File: config.mk
export PLATFORM = sky130hd
export DESIGN_NAME = ioexp_host_flat
export DESIGN_NICKNAME = d
export VERILOG_FILES = /design/src/rtl/ioexp_host_if.sv /design/src/rtl/ioexp_host.sv /design/src/flat_wrapper.sv
export SDC_FILE = /design/constraint.sdc
export NUM_CORES = 1
export LEC_CHECK = 0
export CAP_MARGIN = 20
export CORE_MARGIN = 3
export CORE_UTILIZATION = 48
export DETAILED_ROUTE_END_ITERATION = 12
export GPL_ROUTABILITY_DRIVEN = 0
export PLACE_DENSITY_LB_ADDON = 0.25
export SYNTH_ARGS = -nofsm -noshare
export SYNTH_HDL_FRONTEND = slang
export SYNTH_SLANG_ARGS = --single-unit
File: constraint.sdc
create_clock -name clk -period 2.7 [get_ports clk]
set_input_delay 0.675 -clock clk [delete_from_list [all_inputs] [get_ports clk]]
set_output_delay 0.675 -clock clk [all_outputs]
set_load 0.01 [all_outputs]
File: src/rtl/ioexp_host_if.sv
// ioexp_host_if: command/response handshake plus the 8243-style nibble bus
// (p2 + prog_n) seen by the ioexp_host initiator.
//
// Handshake: a command transfers on a rising clk edge where cmd_valid and
// cmd_ready are both high; cmd_op/cmd_port/cmd_data must be stable while
// cmd_valid is high. The response is a single-cycle rsp_valid pulse with no
// back-pressure; rsp_data/rsp_err are meaningful in that cycle and hold after.
interface ioexp_host_if;
  logic       cmd_valid;
  logic       cmd_ready;
  logic [1:0] cmd_op;
  logic [1:0] cmd_port;
  logic [3:0] cmd_data;
  logic       rsp_valid;
  logic [3:0] rsp_data;
  logic       rsp_err;
  logic       prog_n;
  logic [3:0] p2o;
  logic       p2_oe;
  logic [3:0] p2i;

  // Host (bus initiator) view.
  modport master (
    input  cmd_valid, cmd_op, cmd_port, cmd_data, p2i,
    output cmd_ready, rsp_valid, rsp_data, rsp_err, prog_n, p2o, p2_oe
  );

  // Environment view: command source, response sink and expander responder.
  modport slave (
    output cmd_valid, cmd_op, cmd_port, cmd_data, p2i,
    input  cmd_ready, rsp_valid, rsp_data, rsp_err, prog_n, p2o, p2_oe
  );
endinterface

File: src/rtl/ioexp_host.sv
// ioexp_host: 8243-style I/O-expander bus initiator. One command runs one
// PROG-strobed cycle: address nibble {op,port} before/at the prog_n fall,
// then operand (write/OR/AND) or bus release and capture (read).
// Optional feature macro: IOEXP_HOST_RMW_EN -- when defined OR/AND run full
// bus cycles; when undefined they are answered at once with rsp_err = 1.
module ioexp_host #(
  parameter int unsigned SETUP_CYC     = 2,
  parameter int unsigned ADDR_HOLD_CYC = 1,
  parameter int unsigned PROG_LOW_CYC  = 4,
  parameter int unsigned RECOVERY_CYC  = 2
) (
  input  logic         clk,
  input  logic         nrst,
  ioexp_host_if.master bus,
  output logic [1:0]   o_dbg_state
);

  typedef enum logic [1:0] {
    ST_IDLE    = 2'd0,
    ST_ADDR    = 2'd1,
    ST_PROG_LO = 2'd2,
    ST_REC     = 2'd3
  } state_t;

  localparam logic [7:0] SETUP_LD = 8'(SETUP_CYC - 1);
  localparam logic [7:0] PROG_LD  = 8'(PROG_LOW_CYC - 1);
  localparam logic [7:0] REC_LD   = 8'(RECOVERY_CYC - 1);
  // In PROG_LO the address stays on the bus while the counter is >= this.
  localparam logic [7:0] HOLD_THR = 8'(PROG_LOW_CYC - ADDR_HOLD_CYC);
  localparam logic [1:0] OP_READ  = 2'b00;

  state_t     r_state, w_state_nxt;
  logic [7:0] r_cnt, w_cnt_nxt;
  logic [1:0] r_op, w_op;
  logic [1:0] r_port, w_port;
  logic [3:0] r_data, w_data;
  logic [3:0] r_rd_data;
  logic       w_capture;
  logic       w_reject;
  logic       w_is_read;
  logic [3:0] w_addr;

  logic       r_prog_n, w_prog_n_nxt;
  logic       r_p2_oe, w_p2_oe_nxt;
  logic [3:0] r_p2o, w_p2o_nxt;
  logic       r_rsp_valid, w_rsp_valid_nxt;
  logic [3:0] r_rsp_data, w_rsp_data_nxt;
  logic       r_rsp_err, w_rsp_err_nxt;

`ifdef IOEXP_HOST_RMW_EN
  assign w_reject = 1'b0;
`else
  // Without read-modify-write support, OR (10) and AND (11) are refused.
  assign w_reject = bus.cmd_op[1];
`endif

  assign w_is_read = (w_op == OP_READ);
  assign w_addr    = {w_op, w_port};

  // Next-state, phase counter, command latch and response values.
  always_comb begin
    w_state_nxt     = r_state;
    w_cnt_nxt       = r_cnt;
    w_op            = r_op;
    w_port          = r_port;
    w_data          = r_data;
    w_capture       = 1'b0;
    w_rsp_valid_nxt = 1'b0;
    w_rsp_data_nxt  = r_rsp_data;
    w_rsp_err_nxt   = r_rsp_err;
    case (r_state)
      ST_IDLE: begin
        if (bus.cmd_valid) begin
          w_op   = bus.cmd_op;
          w_port = bus.cmd_port;
          w_data = bus.cmd_data;
          if (w_reject) begin
            w_rsp_valid_nxt = 1'b1;
            w_rsp_data_nxt  = 4'h0;
            w_rsp_err_nxt   = 1'b1;
          end else begin
            w_state_nxt = ST_ADDR;
            w_cnt_nxt   = SETUP_LD;
          end
        end
      end
      ST_ADDR: begin
        if (r_cnt == 8'd0) begin
          w_state_nxt = ST_PROG_LO;
          w_cnt_nxt   = PROG_LD;
        end else begin
          w_cnt_nxt = r_cnt - 8'd1;
        end
      end
      ST_PROG_LO: begin
        if (r_cnt == 8'd0) begin
          // This edge raises prog_n; a read samples the responder here.
          w_state_nxt = ST_REC;
          w_cnt_nxt   = REC_LD;
          w_capture   = (r_op == OP_READ);
        end else begin
          w_cnt_nxt = r_cnt - 8'd1;
        end
      end
      ST_REC: begin
        if (r_cnt == 8'd0) begin
          w_state_nxt     = ST_IDLE;
          w_rsp_valid_nxt = 1'b1;
          w_rsp_data_nxt  = (r_op == OP_READ) ? r_rd_data : 4'h0;
          w_rsp_err_nxt   = 1'b0;
        end else begin
          w_cnt_nxt = r_cnt - 8'd1;
        end
      end
      default: begin
        w_state_nxt = ST_IDLE;
      end
    endcase
  end

  // Bus pin values for the coming cycle, decoded from next state/count.
  always_comb begin
    w_prog_n_nxt = 1'b1;
    w_p2_oe_nxt  = 1'b0;
    w_p2o_nxt    = r_p2o;
    case (w_state_nxt)
      ST_ADDR: begin
        w_p2_oe_nxt = 1'b1;
        w_p2o_nxt   = w_addr;
      end
      ST_PROG_LO: begin
        w_prog_n_nxt = 1'b0;
        if (w_cnt_nxt >= HOLD_THR) begin
          w_p2_oe_nxt = 1'b1;
          w_p2o_nxt   = w_addr;
        end else if (!w_is_read) begin
          w_p2_oe_nxt = 1'b1;
          w_p2o_nxt   = w_data;
        end
      end
      ST_REC: begin
        if (!w_is_read) begin
          w_p2_oe_nxt = 1'b1;
          w_p2o_nxt   = w_data;
        end
      end
      default: begin
      end
    endcase
  end

  // State, counter and latched command.
  always_ff @(posedge clk or negedge nrst) begin
    if (!nrst) begin
      r_state <= ST_IDLE;
      r_cnt   <= 8'd0;
      r_op    <= 2'b00;
      r_port  <= 2'b00;
      r_data  <= 4'h0;
    end else begin
      r_state <= w_state_nxt;
      r_cnt   <= w_cnt_nxt;
      r_op    <= w_op;
      r_port  <= w_port;
      r_data  <= w_data;
    end
  end

  // Read nibble capture on the prog_n rising edge.
  always_ff @(posedge clk or negedge nrst) begin
    if (!nrst) begin
      r_rd_data <= 4'h0;
    end else if (w_capture) begin
      r_rd_data <= bus.p2i;
    end
  end

  // Registered bus pins and response; reset releases the bus immediately.
  always_ff @(posedge clk or negedge nrst) begin
    if (!nrst) begin
      r_prog_n    <= 1'b1;
      r_p2_oe     <= 1'b0;
      r_p2o       <= 4'h0;
      r_rsp_valid <= 1'b0;
      r_rsp_data  <= 4'h0;
      r_rsp_err   <= 1'b0;
    end else begin
      r_prog_n    <= w_prog_n_nxt;
      r_p2_oe     <= w_p2_oe_nxt;
      r_p2o       <= w_p2o_nxt;
      r_rsp_valid <= w_rsp_valid_nxt;
      r_rsp_data  <= w_rsp_data_nxt;
      r_rsp_err   <= w_rsp_err_nxt;
    end
  end

  assign bus.cmd_ready = (r_state == ST_IDLE);
  assign bus.prog_n    = r_prog_n;
  assign bus.p2_oe     = r_p2_oe;
  assign bus.p2o       = r_p2o;
  assign bus.rsp_valid = r_rsp_valid;
  assign bus.rsp_data  = r_rsp_data;
  assign bus.rsp_err   = r_rsp_err;
  assign o_dbg_state   = r_state;

endmodule

File: src/flat_wrapper.sv
// flat-port wrapper written by rule: the top's interface ports become plain ports
module ioexp_host_flat 
#(
  parameter int unsigned SETUP_CYC     = 2,
  parameter int unsigned ADDR_HOLD_CYC = 1,
  parameter int unsigned PROG_LOW_CYC  = 4,
  parameter int unsigned RECOVERY_CYC  = 2
)
  (clk, nrst, o_dbg_state, bus_cmd_valid, bus_cmd_op, bus_cmd_port, bus_cmd_data, bus_p2i, bus_cmd_ready, bus_rsp_valid, bus_rsp_data, bus_rsp_err, bus_prog_n, bus_p2o, bus_p2_oe);
  ioexp_host_if bus_i ();
  input  logic clk;
  input  logic nrst;
  output logic [1:0] o_dbg_state;
  input wire logic [$bits(bus_i.cmd_valid)-1:0] bus_cmd_valid;
  input wire logic [$bits(bus_i.cmd_op)-1:0] bus_cmd_op;
  input wire logic [$bits(bus_i.cmd_port)-1:0] bus_cmd_port;
  input wire logic [$bits(bus_i.cmd_data)-1:0] bus_cmd_data;
  input wire logic [$bits(bus_i.p2i)-1:0] bus_p2i;
  output wire logic [$bits(bus_i.cmd_ready)-1:0] bus_cmd_ready;
  output wire logic [$bits(bus_i.rsp_valid)-1:0] bus_rsp_valid;
  output wire logic [$bits(bus_i.rsp_data)-1:0] bus_rsp_data;
  output wire logic [$bits(bus_i.rsp_err)-1:0] bus_rsp_err;
  output wire logic [$bits(bus_i.prog_n)-1:0] bus_prog_n;
  output wire logic [$bits(bus_i.p2o)-1:0] bus_p2o;
  output wire logic [$bits(bus_i.p2_oe)-1:0] bus_p2_oe;
  assign bus_i.cmd_valid = bus_cmd_valid;
  assign bus_i.cmd_op = bus_cmd_op;
  assign bus_i.cmd_port = bus_cmd_port;
  assign bus_i.cmd_data = bus_cmd_data;
  assign bus_i.p2i = bus_p2i;
  assign bus_cmd_ready = bus_i.cmd_ready;
  assign bus_rsp_valid = bus_i.rsp_valid;
  assign bus_rsp_data = bus_i.rsp_data;
  assign bus_rsp_err = bus_i.rsp_err;
  assign bus_prog_n = bus_i.prog_n;
  assign bus_p2o = bus_i.p2o;
  assign bus_p2_oe = bus_i.p2_oe;
  ioexp_host #(.SETUP_CYC(SETUP_CYC), .ADDR_HOLD_CYC(ADDR_HOLD_CYC), .PROG_LOW_CYC(PROG_LOW_CYC), .RECOVERY_CYC(RECOVERY_CYC)) u_core (.clk(clk), .nrst(nrst), .bus(bus_i), .o_dbg_state(o_dbg_state));
endmodule
**Word level (Yosys, flattened, before mapping)**

Cells that the tools add are included.

- Register bits: 34
- Bits of input ports: 15

- $add $sub $neg: 1
- Order comparisons: 1
- Equality and inequality tests: 9
- Mux-type cells: 40
- Reductions and logical operators: 7

Operators by type and width:

| kind | number |
|---|---|
| 2-to-1 mux 8 bit | 5 |
| 2-to-1 mux 4 bit | 8 |
| one-hot mux 8 bit (4 select lines) | 1 |
| 2-to-1 mux 2 bit | 9 |
| one-hot mux 4 bit (3 select lines) | 1 |
| 2-to-1 mux 1 bit | 11 |
| equality test 2 bit (second input constant) | 4 |
| >= comparator 8 x 2 -> 1 bit (second input constant) | 1 |
| logical NOT 8 bit | 1 |
| one-hot mux 2 bit (4 select lines) | 1 |
| one-hot mux 4 bit (2 select lines) | 1 |
| subtractor 8 x 1 -> 8 bit (second input constant) | 1 |
| logical NOT 2 bit | 3 |
| equality test 2 x 1 -> 1 bit (second input constant) | 2 |
| != test 2 bit (second input constant) | 2 |
| one-hot mux 1 bit (2 select lines) | 2 |
| AND reduction 4 bit | 1 |
| one-hot mux 1 bit (3 select lines) | 1 |
| nonzero test 3 bit | 1 |
| != test 2 x 1 -> 1 bit (second input constant) | 1 |
| nonzero test 2 bit | 1 |

**Logic depth before layout (Yosys ltp)**

- Depth after elaboration: 6
- Depth in mapped cells: 13

**Worst setup path before layout**

No wires, ideal clock.

- Kind: register to register
- Start: register u_core.r_cnt[1]
- End: register u_core.r_p2o[0], in the netlist u_core.bus.p2o[0]
- Library setup time: 94 ps
- Arrival: 2567 ps
- Data required time: 2606 ps
- Slack: 40 ps
- Stages on the path, launching flop included: 13
- Buffers on the path: 0
- Path through: dfrtp_1 inv_1 ha_1 or3b_2 nor2_4 inv_2 ha_1 a211oi_1 a21oi_1 o2bb2ai_2 nor2_2 o221a_4 a221oi_2

- Word-level cells in the longest chain between the ends: 6
- Elaborated cells between the ends (all ways): 19
- Classes of those cells: add/sub: 1; order compare: 1; eq/ne: 3; mux: 12; reduce/logical: 2

RTL lines:

| what | line | RTL |
|---|---|---|
| start: declaration | ioexp_host.sv:33 | `logic [7:0] r_cnt, w_cnt_nxt;` |
| start signal: assignment | ioexp_host.sv:162 | `r_cnt <= w_cnt_nxt;` |
| logical NOT 8 bit (*) | ioexp_host.sv:88, ioexp_host.sv:96, ioexp_host.sv:106 |  |
| 2-to-1 mux 8 bit (on tied branches) | ioexp_host.sv:106, ioexp_host.sv:88, ioexp_host.sv:96 |  |
| one-hot mux 8 bit (4 select lines) (*) | ioexp_host.sv:71 | `case (r_state)` |
| via u_core.w_cnt_nxt[0] | ioexp_host.sv:33 |  |
| >= comparator 8 x 2 -> 1 bit (*) | ioexp_host.sv:133 | `if (w_cnt_nxt >= HOLD_THR) begin` |
| 2-to-1 mux 4 bit (*) | ioexp_host.sv:133 |  |
| one-hot mux 4 bit (3 select lines) (*) | ioexp_host.sv:126 | `case (w_state_nxt)` |
| end signal: assignment | ioexp_host.sv:190 | `r_p2o <= w_p2o_nxt;` |
| end: declaration | ioexp_host.sv:45 | `logic [3:0] r_p2o, w_p2o_nxt;` |

The timed path passes the listed nets; every way through them passes the cells marked *.
A chain may end at the register's enable or synchronous reset.

**Worst setup path after layout**

- Start: input port bus_cmd_valid
- End: register u_core.r_p2o[2], in the netlist u_core.bus.p2o[2]

- Elaborated cells between the ends (all ways): 17
- Classes of those cells: order compare: 1; eq/ne: 3; mux: 11; reduce/logical: 2

RTL lines:

| what | line | RTL |
|---|---|---|
| start: declaration | flat_wrapper.sv:14 | `input wire logic [$bits(bus_i.cmd_valid)-1:0] bus_cmd_valid;` |
| 2-to-1 mux 8 bit | ioexp_host.sv:73 | `if (bus.cmd_valid) begin` |
| one-hot mux 8 bit (4 select lines) | ioexp_host.sv:71 |  |
| via u_core.w_cnt_nxt[7] | ioexp_host.sv:33 |  |
| >= comparator 8 x 2 -> 1 bit | ioexp_host.sv:133 |  |
| 2-to-1 mux 4 bit | ioexp_host.sv:133 |  |
| one-hot mux 4 bit (3 select lines) | ioexp_host.sv:126 |  |

The timed path passes the listed nets, and every way through them passes these cells.

==> impl_metrics.toml <==
[setup_path]
critical-path-top-delay-family = "simple AND/OR/NAND/NOR gates"
crit_type = "input pin to register"
arrival_ns = 2.84
r2r_slack_ns = 0.07
cp_max_fo = 5
rr_startpoint = "u_core.r_cnt[1]"
crit_buf_inv = 1
slowest_stage = "or4_4"
rr_endpoint = "u_core.bus.p2o[1]"
reg2reg_depth = 12
cpPeakStageDelay_ns = 0.58
end_kind = "register"
cp_cell_sequence = "clkdlybuf4s50_1 -> nand2b_4 -> and2_2 -> o21ai_1 -> o31ai_1 -> or4_4 -> or3_4 -> o311a_1"
cp.required_ns = 2.88
startpoint_type = "input pin"

[sta]
setup_violations = 0
skew_ns = 0.00420
tightest_slew_ns = 0.434
slew_headroom_pct = 71.1
grt_setup_unrepaired = "true"
fin_crit_sh_pct = 98.7
min_period_ns = 2.66
maxSlewViolCount = 0
finalHoldViolations = 0
max_freq_mhz = 375
fin_ws_ns = 0.0353

[place]
numPlacedInstances = 297
dp_worst_setup_slack_ns = -0.250
hpwl_mm = 3.51
io_buffers = 29
postPlaceCellArea_sq_mm = 0.00248

[drt]
drt_iter0_drc = 137
num_vias = 1764
avgViaCountPerCell = 5.69
wl_mm = 5.09
route.detailed.drc = 0
ant_nets = 0
wl_per_cell_microns = 16.4
first_pass_iters = 4

[synth]
synth_top_area_share_pct = 42.9
ys.flop_type = "dfrtp_1"
syn_area_per_cell_sq_um = 9.92
ys_types = 46
synthCells = 194
ys_async_sr_fraction_pct = 100
synth_top_area_cell = "dfrtp_1"
ys_top_cells_by_area = "dfrtp_1, nand2_1, mux2_2"
yosys-top-cells-count = "dfrtp_1, nand2_1, o21ai_0"
synth_area_sq_mm = 0.00192
syn-num-nets = 216
yosys_warnings = 0
ys_seq_area_share_pct = 44.3
synth-edff-count = 0
yosys_register_bits = 34
synth_most_common_cell = "dfrtp_1"

[hold_path]
hold_depth = 2
min_from = "u_core.bus.rsp_err"
holdPathEnd = "u_core.bus.rsp_err"
hp-class = "register to register"

[power]
netSwitchingFraction_pct = 43.6
power_frac_comb_pct = 66.8
sequentialPowerShare_pct = 22.7
irDropWorstVdd_mv = 0.864
clockPowerShare_pct = 10.6
p_int_mw = 2.17
power_density_mw_per_mm2 = 1400
p_leak_nw = 1.17
power_switching_mw = 1.67

[clocking]
cts_root_buf = "clkbuf_8"
cts_buffers = 5
cts_tree = "done"
clk_latency_ns = 0.29
clockBufferDepth = 2
clkTransAtPathRegs_ns = 0.07
clkSinkCount = 34
cts_htree_levels = 2

[run]
max-cap-violations = 0

[global_route]
grt_overflow = 0
grt_antenna_before_repair = 0
grt_pass1_vias = 1751
grt.total_usage_pct = 20.8
grt_max_degree = 35
grt_pass1_wl_mm = 8.09

[run_status]
outcome = "finished clean"

[layout]
stdcell_count = 310
drive_gt1_share_pct = 34.4
fill_cells = 279
final_util_pct = 72.7
area_growth_pct = 42.4
multi_input_area_sq_mm = 0.00112
layout.nets = 283
regArea_sq_um = 856
antenna-diode-count = 0
design_area_sq_mm = 0.00274

[die]
ios = 30
core_sq_mm = 0.00377
fp.dieW_microns = 69.3
die-area_sq_mm = 0.00480
fp.dieH_microns = 69.3
rows = 22
initial_core_util_pct = 51.0
==> timing repair <==
action	4_1_cts	5_1_grt
buffers inserted	0	4
setup endpoints to repair	3	5
pin swaps	0	13
gates cloned	0	1
hold buffers	0	0
gates resized for setup	2	28
==> tightest hold or removal path: cells and delay by family (launching register included) <==
| family | cells | cell delay (ns) |
|---|---|---|
| AOI/OAI and AO/OA | 1 | 0.06 |
| DFF | 1 | 0.35 |
| and+or+nand+nor | 1 | 0.05 |
==> registers in the layout (all words and copies together) (netlist names) <==
name and flops:
u_core.bus.p2_oe 1, u_core.bus.p2o 4, u_core.bus.prog_n 1, u_core.bus.rsp_data 4
u_core.bus.rsp_err 1, u_core.bus.rsp_valid 1, u_core.o_dbg_state 2, u_core.r_cnt 8
u_core.r_data 4, u_core.r_op 2, u_core.r_port 2, u_core.r_rd_data 4
==> area by class of cell <==
class	instances	area share, %
clock buffers	6	3.01
clock inverters	2	0.457
inverters	16	2.19
multi-input cells	141	40.9
flip-flops and latches	34	31.2
well taps	48	2.19
repair buffers	63	20.0
==> cell families (layout without fill, tap and decap cells) <==
kind of cell / Yosys count / after routing / share of synthesized area, %
fa+ha+maj: 7 / 7 / 4.55
simple gates: 70 / 70 / 18.9
flops: 34 / 34 / 44.3
mux: 12 / 12 / 6.76
compound gates: 51 / 52 / 21.5
buf+inv: 20 / 87 / 4.03
==> worst max path at each step <==
stage / startpoint / end / slack, ns / cells past startpoint
6_report: bus_cmd_valid / u_core.bus.p2o[2] / 0.04 / 8
5_1_grt: u_core.o_dbg_state[0] / u_core.bus.p2o[2] / -0.02 / 9
4_1_cts: bus_cmd_op[1] / u_core.bus.p2o[3] / 0.05 / 9
3_5_place_dp: bus_cmd_op[1] / u_core.bus.p2o[3] / -0.25 / 9
3_3_place_gp: bus_cmd_op[1] / u_core.bus.p2o[3] / -0.17 / 9
2_1_floorplan: u_core.r_cnt[1] / u_core.bus.p2o[0] / 0.04 / 12
==> power by group through the flow <==
stage	Clock (mW)	Sequential (mW)	Combinational (mW)
global route	0.428	0.894	2.78
finish	0.405	0.872	2.56
floorplan	0	0.887	1.36
CTS	0.410	0.862	2.22
global placement	0	0.865	2.13
detailed placement	0	0.869	2.19
==> layer usage <==
layer / vias to the layer above / wire (microns) / global-route usage (%)
met4: 0 / 91 / 6.51
met3: 10 / 175 / 4.06
li1: 849 / - / -
met5: - / 0 / 0
met2: 35 / 2550 / 35.4
met1: 870 / 2280 / 26.6
==> cell usage in the layout (no fill, tap or decap), types with 2 or more instances in the layout <==
master and instances:
buf_4 33, dfrtp_1 30, clkdlybuf4s50_1 29, nand2_1 25, o21ai_0 13, nor2_1 11, nand3_1 11, inv_1 10
mux2_2 8, inv_2 6, nor3_1 6, clkbuf_8 6, a21oi_1 5, o21ai_1 4, mux2i_1 4, ha_2 4
a31oi_1 3, a221oi_2 3, o32ai_1 3, dfrtp_2 3, a211oi_1 2, o31ai_1 2, or4_4 2, nor2_4 2
a211oi_2 2, nand4_1 2, a22oi_1 2, a31o_1 2, ha_4 2
==> stage by stage <==
| stage | hold slack, ns | setup TNS (ns) | total power, mW |
|---|---|---|---|
| 5_1_grt | 0.528 | -0.0490 | 4.10 |
| 6_report | 0.485 | 0 | 3.84 |
| 3_5_place_dp | 0.476 | -1.14 | 3.06 |
| 3_3_place_gp | 0.464 | -0.806 | 2.99 |
| 2_1_floorplan | 0.379 | 0 | 2.24 |
| 4_1_cts | 0.492 | 0 | 3.50 |
Power figures use the tool's default switching activity.
